### config.mk
export PLATFORM = sky130hd
export DESIGN_NAME = hex_keypad_entry_flat
export DESIGN_NICKNAME = d
export VERILOG_FILES = /design/src/rtl/keypad_pkg.sv /design/src/rtl/hex_keypad_entry_if.sv /design/src/rtl/keypad_row_sync.sv /design/src/rtl/hex_keypad_entry.sv /design/src/flat_wrapper.sv
export SDC_FILE = /design/constraint.sdc
export NUM_CORES = 1
export LEC_CHECK = 0
export CORE_ASPECT_RATIO = 1.1
export CORE_MARGIN = 4
export CORE_UTILIZATION = 35
export CTS_CLUSTER_DIAMETER = 150
export DETAILED_ROUTE_END_ITERATION = 8
export PLACE_DENSITY = 0.65
export SETUP_SLACK_MARGIN = 0.4
export SYNTH_ARGS = -nofsm -noshare
export SYNTH_HDL_FRONTEND = slang
export SYNTH_HIERARCHICAL = 1
export SYNTH_SLANG_ARGS = --single-unit
### constraint.sdc
create_clock -name Clock -period 4.4 [get_ports Clock]
set_clock_uncertainty 0.2 [all_clocks]
set_input_delay 1.1 -clock Clock [delete_from_list [all_inputs] [get_ports Clock]]
set_output_delay 1.1 -clock Clock [all_outputs]
set_load 0.01 [all_outputs]
### src/rtl/keypad_pkg.sv
// Shared types and helpers for the hex keypad entry path.
package keypad_pkg;

  typedef enum logic [1:0] {
    ST_SCAN,
    ST_DEBOUNCE,
    ST_ACCEPT,
    ST_HELD
  } kp_state_e;

  localparam int         DIGITS_MAX = 4;
  localparam logic [3:0] COL_IDLE   = 4'b1110;

  // Column drive for a column index: the single low bit of COL_IDLE rotated left.
  function automatic logic [3:0] col_drive(input logic [1:0] idx);
    logic [7:0] dbl;
    dbl = {COL_IDLE, COL_IDLE} << idx;
    return dbl[7:4];
  endfunction

  // True when exactly one row is pulled low (a single, unambiguous key).
  function automatic logic row_single(input logic [3:0] row);
    return $countones(~row) == 1;
  endfunction

  // Bit index of the low row; only meaningful when row_single() holds.
  function automatic logic [1:0] row_index(input logic [3:0] row);
    logic [1:0] idx;
    idx = 2'd0;
    for (int i = 0; i < 4; i++)
      if (!row[i]) idx = 2'(i);
    return idx;
  endfunction

endpackage

### src/rtl/hex_keypad_entry_if.sv
// Keypad pins and entry-word outputs bundled as one interface.
interface hex_keypad_entry_if;
  logic [3:0]  Row;
  logic        Clear;
  logic [3:0]  Col;
  logic [3:0]  Key_code;
  logic        Key_valid;
  logic [15:0] Entry;
  logic [2:0]  Digit_count;

  modport master (output Row, Clear,
                  input  Col, Key_code, Key_valid, Entry, Digit_count);
  modport slave  (input  Row, Clear,
                  output Col, Key_code, Key_valid, Entry, Digit_count);
endinterface

### src/rtl/keypad_row_sync.sv
// Two-flop synchronizer for the asynchronous keypad row pins (idle = all high).
module keypad_row_sync (
  input  logic       clk,
  input  logic       rst_n,
  input  logic [3:0] row_async,
  output logic [3:0] row_sync
);
  logic [3:0] s1_d, s1_q, s2_d, s2_q;

  // Shift the raw rows through two stages.
  always_comb begin
    s1_d = row_async;
    s2_d = s1_q;
  end

  // Synchronizer stages, reset to "no row pulled".
  always_ff @(posedge clk) begin
    if (!rst_n) begin
      s1_q <= 4'hF;
      s2_q <= 4'hF;
    end else begin
      s1_q <= s1_d;
      s2_q <= s2_d;
    end
  end

  assign row_sync = s2_q;
endmodule

### src/rtl/hex_keypad_entry.sv
// 4x4 hex keypad scanner: column scan, press/release debounce, nibble entry shift.
module hex_keypad_entry
  import keypad_pkg::*;
#(
  parameter int SCAN_DIV = 50000,
  parameter int DEBOUNCE = 4
) (
  input logic               Clock,
  input logic               Reset_n,
  hex_keypad_entry_if.slave kp
);
  localparam int DIV_W = $clog2(SCAN_DIV);
  localparam int CNT_W = $clog2(DEBOUNCE + 1);
  localparam logic [DIV_W-1:0] DIV_LAST = DIV_W'(SCAN_DIV - 1);
  localparam logic [CNT_W-1:0] DB_N     = CNT_W'(DEBOUNCE);

  logic [3:0] row_s;
  kp_state_e  state_d, state_q;
  logic [DIV_W-1:0] div_d, div_q;
  logic [CNT_W-1:0] cnt_d, cnt_q, cnt_inc;
  logic [1:0]  col_idx_d, col_idx_q;
  logic [3:0]  pat_d, pat_q;
  logic [3:0]  key_code_d, key_code_q;
  logic        key_valid_d, key_valid_q;
  logic [15:0] entry_d, entry_q;
  logic [2:0]  digits_d, digits_q;
  logic        sample;

  keypad_row_sync u_sync (
    .clk       (Clock),
    .rst_n     (Reset_n),
    .row_async (kp.Row),
    .row_sync  (row_s)
  );

  assign sample  = (div_q == DIV_LAST);
  assign cnt_inc = cnt_q + CNT_W'(1);

  // Free-running scan divider; its last count is the row sample point.
  always_comb begin
    div_d = sample ? '0 : div_q + DIV_W'(1);
  end

  // Scan/debounce FSM. The column is frozen from first detection until release.
  always_comb begin
    state_d     = state_q;
    cnt_d       = cnt_q;
    col_idx_d   = col_idx_q;
    pat_d       = pat_q;
    key_code_d  = key_code_q;
    key_valid_d = 1'b0;
    unique case (state_q)
      ST_SCAN: if (sample) begin
        if (row_single(row_s)) begin
          pat_d = row_s;
          cnt_d = CNT_W'(1);
          if (DEBOUNCE == 1) begin
            state_d     = ST_ACCEPT;
            key_valid_d = 1'b1;
            key_code_d  = {row_index(row_s), col_idx_q};
          end else begin
            state_d = ST_DEBOUNCE;
          end
        end else begin
          col_idx_d = col_idx_q + 2'd1;
        end
      end
      ST_DEBOUNCE: if (sample) begin
        if (row_s == pat_q) begin
          cnt_d = cnt_inc;
          if (cnt_inc == DB_N) begin
            state_d     = ST_ACCEPT;
            key_valid_d = 1'b1;
            key_code_d  = {row_index(pat_q), col_idx_q};
          end
        end else begin
          state_d = ST_SCAN;
          cnt_d   = '0;
        end
      end
      ST_ACCEPT: begin
        state_d = ST_HELD;
        cnt_d   = '0;
      end
      ST_HELD: if (sample) begin
        if (&row_s) begin
          cnt_d = cnt_inc;
          if (cnt_inc == DB_N) begin
            state_d = ST_SCAN;
            cnt_d   = '0;
          end
        end else begin
          cnt_d = '0;
        end
      end
      default: state_d = ST_SCAN;
    endcase
  end

  // Entry shift register; Clear takes priority over a simultaneous accept.
  always_comb begin
    entry_d  = entry_q;
    digits_d = digits_q;
    if (kp.Clear) begin
      entry_d  = '0;
      digits_d = '0;
    end else if (state_q == ST_ACCEPT) begin
      entry_d = {entry_q[11:0], key_code_q};
      if (digits_q != 3'(DIGITS_MAX)) digits_d = digits_q + 3'd1;
    end
  end

  // State registers.
  always_ff @(posedge Clock) begin
    if (!Reset_n) begin
      state_q     <= ST_SCAN;
      div_q       <= '0;
      cnt_q       <= '0;
      col_idx_q   <= 2'd0;
      pat_q       <= 4'hF;
      key_code_q  <= 4'h0;
      key_valid_q <= 1'b0;
      entry_q     <= '0;
      digits_q    <= '0;
    end else begin
      state_q     <= state_d;
      div_q       <= div_d;
      cnt_q       <= cnt_d;
      col_idx_q   <= col_idx_d;
      pat_q       <= pat_d;
      key_code_q  <= key_code_d;
      key_valid_q <= key_valid_d;
      entry_q     <= entry_d;
      digits_q    <= digits_d;
    end
  end

  assign kp.Col         = col_drive(col_idx_q);
  assign kp.Key_code    = key_code_q;
  assign kp.Key_valid   = key_valid_q;
  assign kp.Entry       = entry_q;
  assign kp.Digit_count = digits_q;
endmodule

### src/flat_wrapper.sv
// flat-port wrapper written by rule: the top's interface ports become plain ports
module hex_keypad_entry_flat import keypad_pkg::*;
#(
  parameter int SCAN_DIV = 50000,
  parameter int DEBOUNCE = 4
)
  (Clock, Reset_n, kp_Row, kp_Clear, kp_Col, kp_Key_code, kp_Key_valid, kp_Entry, kp_Digit_count);
  hex_keypad_entry_if kp_i ();
  input logic Clock;
  input logic Reset_n;
  input wire logic [$bits(kp_i.Row)-1:0] kp_Row;
  input wire logic [$bits(kp_i.Clear)-1:0] kp_Clear;
  output wire logic [$bits(kp_i.Col)-1:0] kp_Col;
  output wire logic [$bits(kp_i.Key_code)-1:0] kp_Key_code;
  output wire logic [$bits(kp_i.Key_valid)-1:0] kp_Key_valid;
  output wire logic [$bits(kp_i.Entry)-1:0] kp_Entry;
  output wire logic [$bits(kp_i.Digit_count)-1:0] kp_Digit_count;
  assign kp_i.Row = kp_Row;
  assign kp_i.Clear = kp_Clear;
  assign kp_Col = kp_i.Col;
  assign kp_Key_code = kp_i.Key_code;
  assign kp_Key_valid = kp_i.Key_valid;
  assign kp_Entry = kp_i.Entry;
  assign kp_Digit_count = kp_i.Digit_count;
  hex_keypad_entry #(.SCAN_DIV(SCAN_DIV), .DEBOUNCE(DEBOUNCE)) u_core (.Clock(Clock), .Reset_n(Reset_n), .kp(kp_i));
endmodule
==> impl_metrics.ini, run 1 <==
[timing]
setup_viol = 0
tns_ns = 0
worst_pin_slew_ns = 0.7966
final_hold_viol_count = 0
period_needed_ns = 2.995
period_share_pct = 68.07
max_freq_mhz = 333.9
rsz0062_at_grt = false
slew_viol_final = 0
relSlewSlack_pct = 46.90
worst_slack_ns = 1.405

[yosys]
syn_area_mm2 = 0.002608
synth_cells = 301
synth_edf_count = 0
synth_cell_type_count = 43
synth.net_count = 321
synthArstFlopShare_pct = 0
synth_area_leaders = dfxtp_1 45%, nand2_1 6.6%, ha_1 5.8%, xnor2_1 4.7%, a21oi_1 4.4%
synth-seq-area-share_pct = 45.30
synth_ff_type = dfxtp_1
synth_commonest_cells = 59 x dfxtp_1, 46 x nand2_1, 30 x nor2_1, 23 x a21oi_1, 15 x nand3_1
yosysTopAreaCell = dfxtp_1
yosysMostFrequentCell = dfxtp_1
yosys.area.top_type_share_pct = 45.30
synth_seq_cells = 59
synth_area_per_cell_um2 = 8.663
yosysWarnings = 6

[critical_path]
critPathLaunchType = register
worstSetupEndpointType = register
critPathArrivalTime_ns = 3.05
worstPathMaxFanout = 7
worstSetupPathType = reg -> reg
required_ns = 4.46

[placed_design]
pre_cts_ws_ns = 1.423
hpwl_um = 3732
place_congestion = 0.8697
io_buffers = 34

[cells_and_area]
syn2layout_area_growth_pct = 25.77
final_nets = 357
drive_gt1_share_pct = 7.018
diodes = 0

[cts]
postCtsResizedCells = 0
cts.sinks = 59
cts.reportedPaths.clkPinSlew_ns = 0.06
clock_path_buffers = 2
cts_buffers = 9
ctsHoldBuffers = 0
post-cts-setup-buffers = 0
h-tree-depth = 3
clockRootBuffer = clkbuf_8
cts_tree = yes
clk_latency_ns = 0.33

[floorplanning]
die_area_mm2 = 0.008896
row_count = 32
io_pins = 35
coreArea_mm2 = 0.007127
start_util_pct = 36.59
fp.dieW_um = 90.30
die_h_um = 98.53

[route]
routed_wl_um = 5234
via_count = 2132
drtPass1Iterations = 4
wl_per_cell_um = 12.26
detail-route-antenna-nets = 0
routed_via_density = 4.993
drt_iter0_drc = 67
route.detailed.drc = 0

[status]
status = completed

[grt]
gr-usage-all-layers_pct = 12.60
grt_max_degree = 22
grt_pass1_wl_um = 9094
grt_pass1_vias = 2029
grt-ovfl-total = 0
antenna_found_initial = 0

[power]
p_leak_nw = 1.156
ir_drop_mv = 0.2725
cellPowerDensity_mw_per_mm2 = 366.2

[run]
max-cap-violations = 0

[worst_hold_path]
hold_class = reg -> reg
==> area by class of cell <==
type                            instances  area [um2]
Sequential cell                        59        1181
Clock buffer                           12       165.2
Fill cell                             694        3847
Timing Repair Buffer                   36       355.3
Inverter                               14       52.55
Clock inverter                          4       95.09
Tap cell                               85       106.4
Multi-Input combinational cell        217        1324
==> worst max-delay path, stage by stage (launching register included) <==
cell	delay, ns
dfxtp_1	0.36
fa_1	0.55
inv_1	0.04
ha_1	0.17
ha_1	0.27
nor3b_1	0.57
nand2_1	0.31
nor2_1	0.29
nand2_1	0.09
nand3_1	0.08
==> placed cells by master, fill, tap and decap left out, types with 2 or more instances in the layout <==
cell,netlist,routed
or2_2,2,2
clkbuf_8,0,12
nor2b_1,3,3
o21ai_0,12,12
nor4_1,2,2
bufinv_16,0,3
nand2_1,46,46
mux2i_1,4,4
nand2b_1,11,11
xnor2_1,14,14
buf_4,0,2
o211ai_1,2,2
a311oi_1,2,2
or3_1,4,4
o22ai_1,2,2
nor2_1,30,30
nor4b_1,2,2
xor2_1,4,4
dfxtp_1,59,59
clkdlybuf4s50_1,0,34
nand4b_1,2,2
nand3_1,15,15
and3_1,4,4
nor3_1,3,3
ha_1,12,12
a21oi_1,23,23
or4_4,2,2
inv_1,14,14
and4_1,2,2
==> routing by layer <==
| layer | share of wire [%] | GRT usage [%] | up-vias |
|---|---|---|---|
| li1 | - | - | 1091 |
| met1 | 45 | 13.60 | 995 |
| met2 | 50 | 21.67 | 40 |
| met3 | 4.3 | 5.344 | 6 |
| met4 | 1.4 | 5.418 | 0 |
| met5 | 0 | 0 | - |
==> path summary, 6_finish.rpt <==
path	from	end	slack, ns	cells past startpoint
worst min register to register	u_core/u_sync/s1_q[2]	u_core/u_sync/row_sync[2]	0.21	1
worst min-delay path	u_core/u_sync/s1_q[2]	u_core/u_sync/row_sync[2]	0.21	1
worst max register to register	u_core/u_sync/row_sync[0]	u_core/pat_q[3]	1.40	9
worst max-delay path	u_core/u_sync/row_sync[0]	u_core/pat_q[3]	1.40	9
==> power by group <==
part / total (mW) / leakage (nW) / internal [mW] / switching [mW]
Sequential: 0.544 / 0.478 / 0.540 / 0.00413
Combinational: 0.0349 / 0.546 / 0.0138 / 0.0210
Clock: 0.622 / 0.133 / 0.422 / 0.200
==> state kept, by name, summed over array words and instances, names as in the netlist, named ones only <==
register and flops:
u_core/kp.Key_valid 1, u_core/kp.Entry 16, u_core/kp.Key_code 4, u_core/col_idx_q 2, u_core/pat_q 4, u_core/u_sync/s1_q 4
u_core/u_sync/row_sync 4, u_core/kp.Digit_count 3, u_core/div_q 16, u_core/cnt_q 3, u_core/state_q 1
==> cell families (layout without fill, tap and decap cells) <==
| family | after synthesis | count (layout) | synth area share, % |
|---|---|---|---|
| AOI/OAI and AO/OA | 47 | 47 | 10.22 |
| xor gates and xnor gates | 18 | 18 | 6.046 |
| adders and majority gates | 13 | 13 | 6.526 |
| buffers and inverters | 25 | 66 | 3.934 |
| DFF | 59 | 59 | 45.30 |
| muxes | 4 | 4 | 1.536 |
| and+or+nand+nor | 135 | 135 | 26.44 |
==> stage by stage <==
step	util [%]	power [mW]	instance area [um2]	hold slack, ns	instances
after floorplan	-	0.5779	2608	0.1863	301
after global placement	42.36	0.5905	3019	0.1880	411
after detailed placement	42.36	0.5914	3019	0.1937	411
after CTS	46.01	1.222	3279	0.2089	427
after global routing	46.01	1.249	3279	0.2229	427
final	46.01	1.201	3279	0.2076	427
Power figures use the tool's default switching activity.
==> inputs of run 2 (changes only) <==
==> constraint.sdc (replaced) <==
create_clock -name Clock -period 2.8 [get_ports Clock]
set_clock_uncertainty 0.2 [all_clocks]
set_input_delay 0.7 -clock Clock [delete_from_list [all_inputs] [get_ports Clock]]
set_output_delay 0.7 -clock Clock [all_outputs]
set_load 0.01 [all_outputs]
==> run 2 against run 1 <==
  * Sequential share of layout area down 0.37 points
  * Setup slack worse by 1.0 ns
  * Flip-flop and latch count unchanged
  * Cell count is 2.3% higher
  * Clock power grew 39%
  * Critical path type unchanged
  * Largest power group unchanged
==> impl_metrics.ini, run 2 (synthesis gave the netlist of run 1 again) <==
[floorplanning]
io_pins = 35
die_h_um = 98.53
row_count = 32
die_area_mm2 = 0.008896
fp.dieW_um = 90.30
coreArea_mm2 = 0.007127
start_util_pct = 36.59

[route]
drtPass1Iterations = 6
route.detailed.drc = 0
drt_iter0_drc = 86
routed_wl_um = 5350
detail-route-antenna-nets = 0
wl_per_cell_um = 12.24
routed_via_density = 4.941
via_count = 2159

[cells_and_area]
drive_gt1_share_pct = 13.92
ff_latch_area_mm2 = 0.001206
syn2layout_area_growth_pct = 29.75
multi_input_area_mm2 = 0.001363
fillers = 683
final_common_cell = dfxtp_1
diodes = 0
layout_common_cells = 51 x dfxtp_1, 45 x nand2_1, 30 x clkdlybuf4s50_1
final_nets = 367

[grt]
grt-ovfl-total = 0
grt_pass1_wl_um = 8873
gr-usage-all-layers_pct = 12.45
antenna_found_initial = 0
grt_pass1_vias = 2025
grt_max_degree = 20

[timing]
tns_ns = 0
slew_viol_final = 0
worst_pin_slew_ns = 0.4869
period_needed_ns = 2.423
rsz0062_at_grt = true
whs_ns = 0.1998
max_freq_mhz = 412.8
period_share_pct = 86.52
relSlewSlack_pct = 67.24
worst_slack_ns = 0.3775
final_hold_viol_count = 0
setup_viol = 0

[critical_path]
cpPeakStageDelay_ns = 0.60
crit_slowest_cell = or4_4
critPathLaunchType = register
cp_cell_sequence = or4bb_4 > or4_4 > nor4_4 > mux2i_1 > nor2_1
worstSetupEndpointType = register
worstSetupPathType = reg -> reg
crit_start = u_core/div_q[8]
worstPathMaxFanout = 8
ff2ff_path_depth = 5
required_ns = 2.82
rr_endpoint = u_core/col_idx_q[1]
worstReg2RegStart = u_core/div_q[8]
critPathArrivalTime_ns = 2.44
setup.worst_path.end = u_core/col_idx_q[1]
r2r_slack_ns = 0.38

[placed_design]
place_congestion = 0.8628
hpwl_um = 3870
pre_cts_ws_ns = 0.2364
io_buffers = 34

[power]
seq_power_share_pct = 47.6
ir_drop_mv = 0.2628
internal-power_mw = 1.419
clock_power_share_pct = 48.5
p_leak_nw = 1.194
p_switching_mw = 0.3645
power_switching_share_pct = 20.44
pwr-share-comb_pct = 3.8
cellPowerDensity_mw_per_mm2 = 527.1

[cts]
cts.sinks = 59
cts.reportedPaths.clkPinSlew_ns = 0.06
clock_path_buffers = 2
cts_tree = yes
clk_latency_ns = 0.34
h-tree-depth = 3
clockRootBuffer = clkbuf_8
cts_buffers = 9

[worst_hold_path]
whs_path_depth = 1
hold_class = reg -> reg

[run]
max-cap-violations = 0

[status]
status = completed
## run 2: cell count changes in the layout (fill, tap and decap cells not counted), moves of 2 or more
cell / before / now
clkinv_2: 1 / 3
dfxtp_2: 0 / 2
dlygate4sd2_1: 0 / 3
buf_4: 2 / 12
ha_1: 12 / 10
dfxtp_1: 59 / 51
clkdlybuf4s50_1: 34 / 30
dfxtp_4: 0 / 6
## run 2: layout make-up
type	instances	share of cell area [%]
multi-input cells	217	40.27
flip-flops and latches	59	35.65
repair buffers	46	12.68
clock buffers	11	4.475
well taps	85	3.143
clock inverters	5	2.219
inverters	14	1.553
## run 2: power by group through the flow
| stage | logic [mW] | registers, mW | clock network (mW) |
|---|---|---|---|
| detailed placement | 0.0604 | 0.874 | 0 |
| floorplan | 0.0396 | 0.872 | 0 |
| global placement | 0.0597 | 0.873 | 0 |
| global route | 0.0744 | 0.849 | 0.929 |
| CTS | 0.0676 | 0.852 | 0.894 |
| finish | 0.0683 | 0.849 | 0.866 |
## run 2: worst min path at each step
stage,from,slack (ns),endpoint
global placement,u_core/u_sync/s1_q[2],0.19,u_core/u_sync/row_sync[2]
global route,u_core/u_sync/s1_q[0],0.22,u_core/u_sync/row_sync[0]
floorplan,u_core/u_sync/s1_q[0],0.19,u_core/u_sync/row_sync[0]
finish,u_core/u_sync/s1_q[0],0.20,u_core/u_sync/row_sync[0]
detailed placement,u_core/u_sync/s1_q[2],0.19,u_core/u_sync/row_sync[2]
CTS,u_core/u_sync/s1_q[0],0.20,u_core/u_sync/row_sync[0]
## run 2: stage by stage
step	total power [mW]	area, um2	cells	util, %
4_1_cts	1.813	3331	433	46.73
3_3_place_gp	0.9331	3060	415	42.94
6_report	1.783	3383	437	47.47
5_1_grt	1.852	3383	437	47.47
3_5_place_dp	0.9341	3060	415	42.94
2_1_floorplan	0.9118	2619	301	-
## run 2: critical path: cells and delay by family (launching register included)
kind,cells,cell delay [ns]
DFF,1,0.35
muxes,1,0.22
and+or+nand+nor,4,1.52
## run 2: layer usage
layer | wire length, um | track usage (%)
met1 | 2326 | 13.39
met3 | 267 | 3.817
met2 | 2601 | 21.26
met4 | 155 | 8.009
met5 | 0 | 0
## run 2: repair_timing
item,CTS,global route
endpoints found under the hold margin,0,0
endpoints found under the setup margin,15,22
hold buffers,0,0
pin swaps,2,6
resized for setup,14,11
cloned,0,0
buffers inserted,2,4
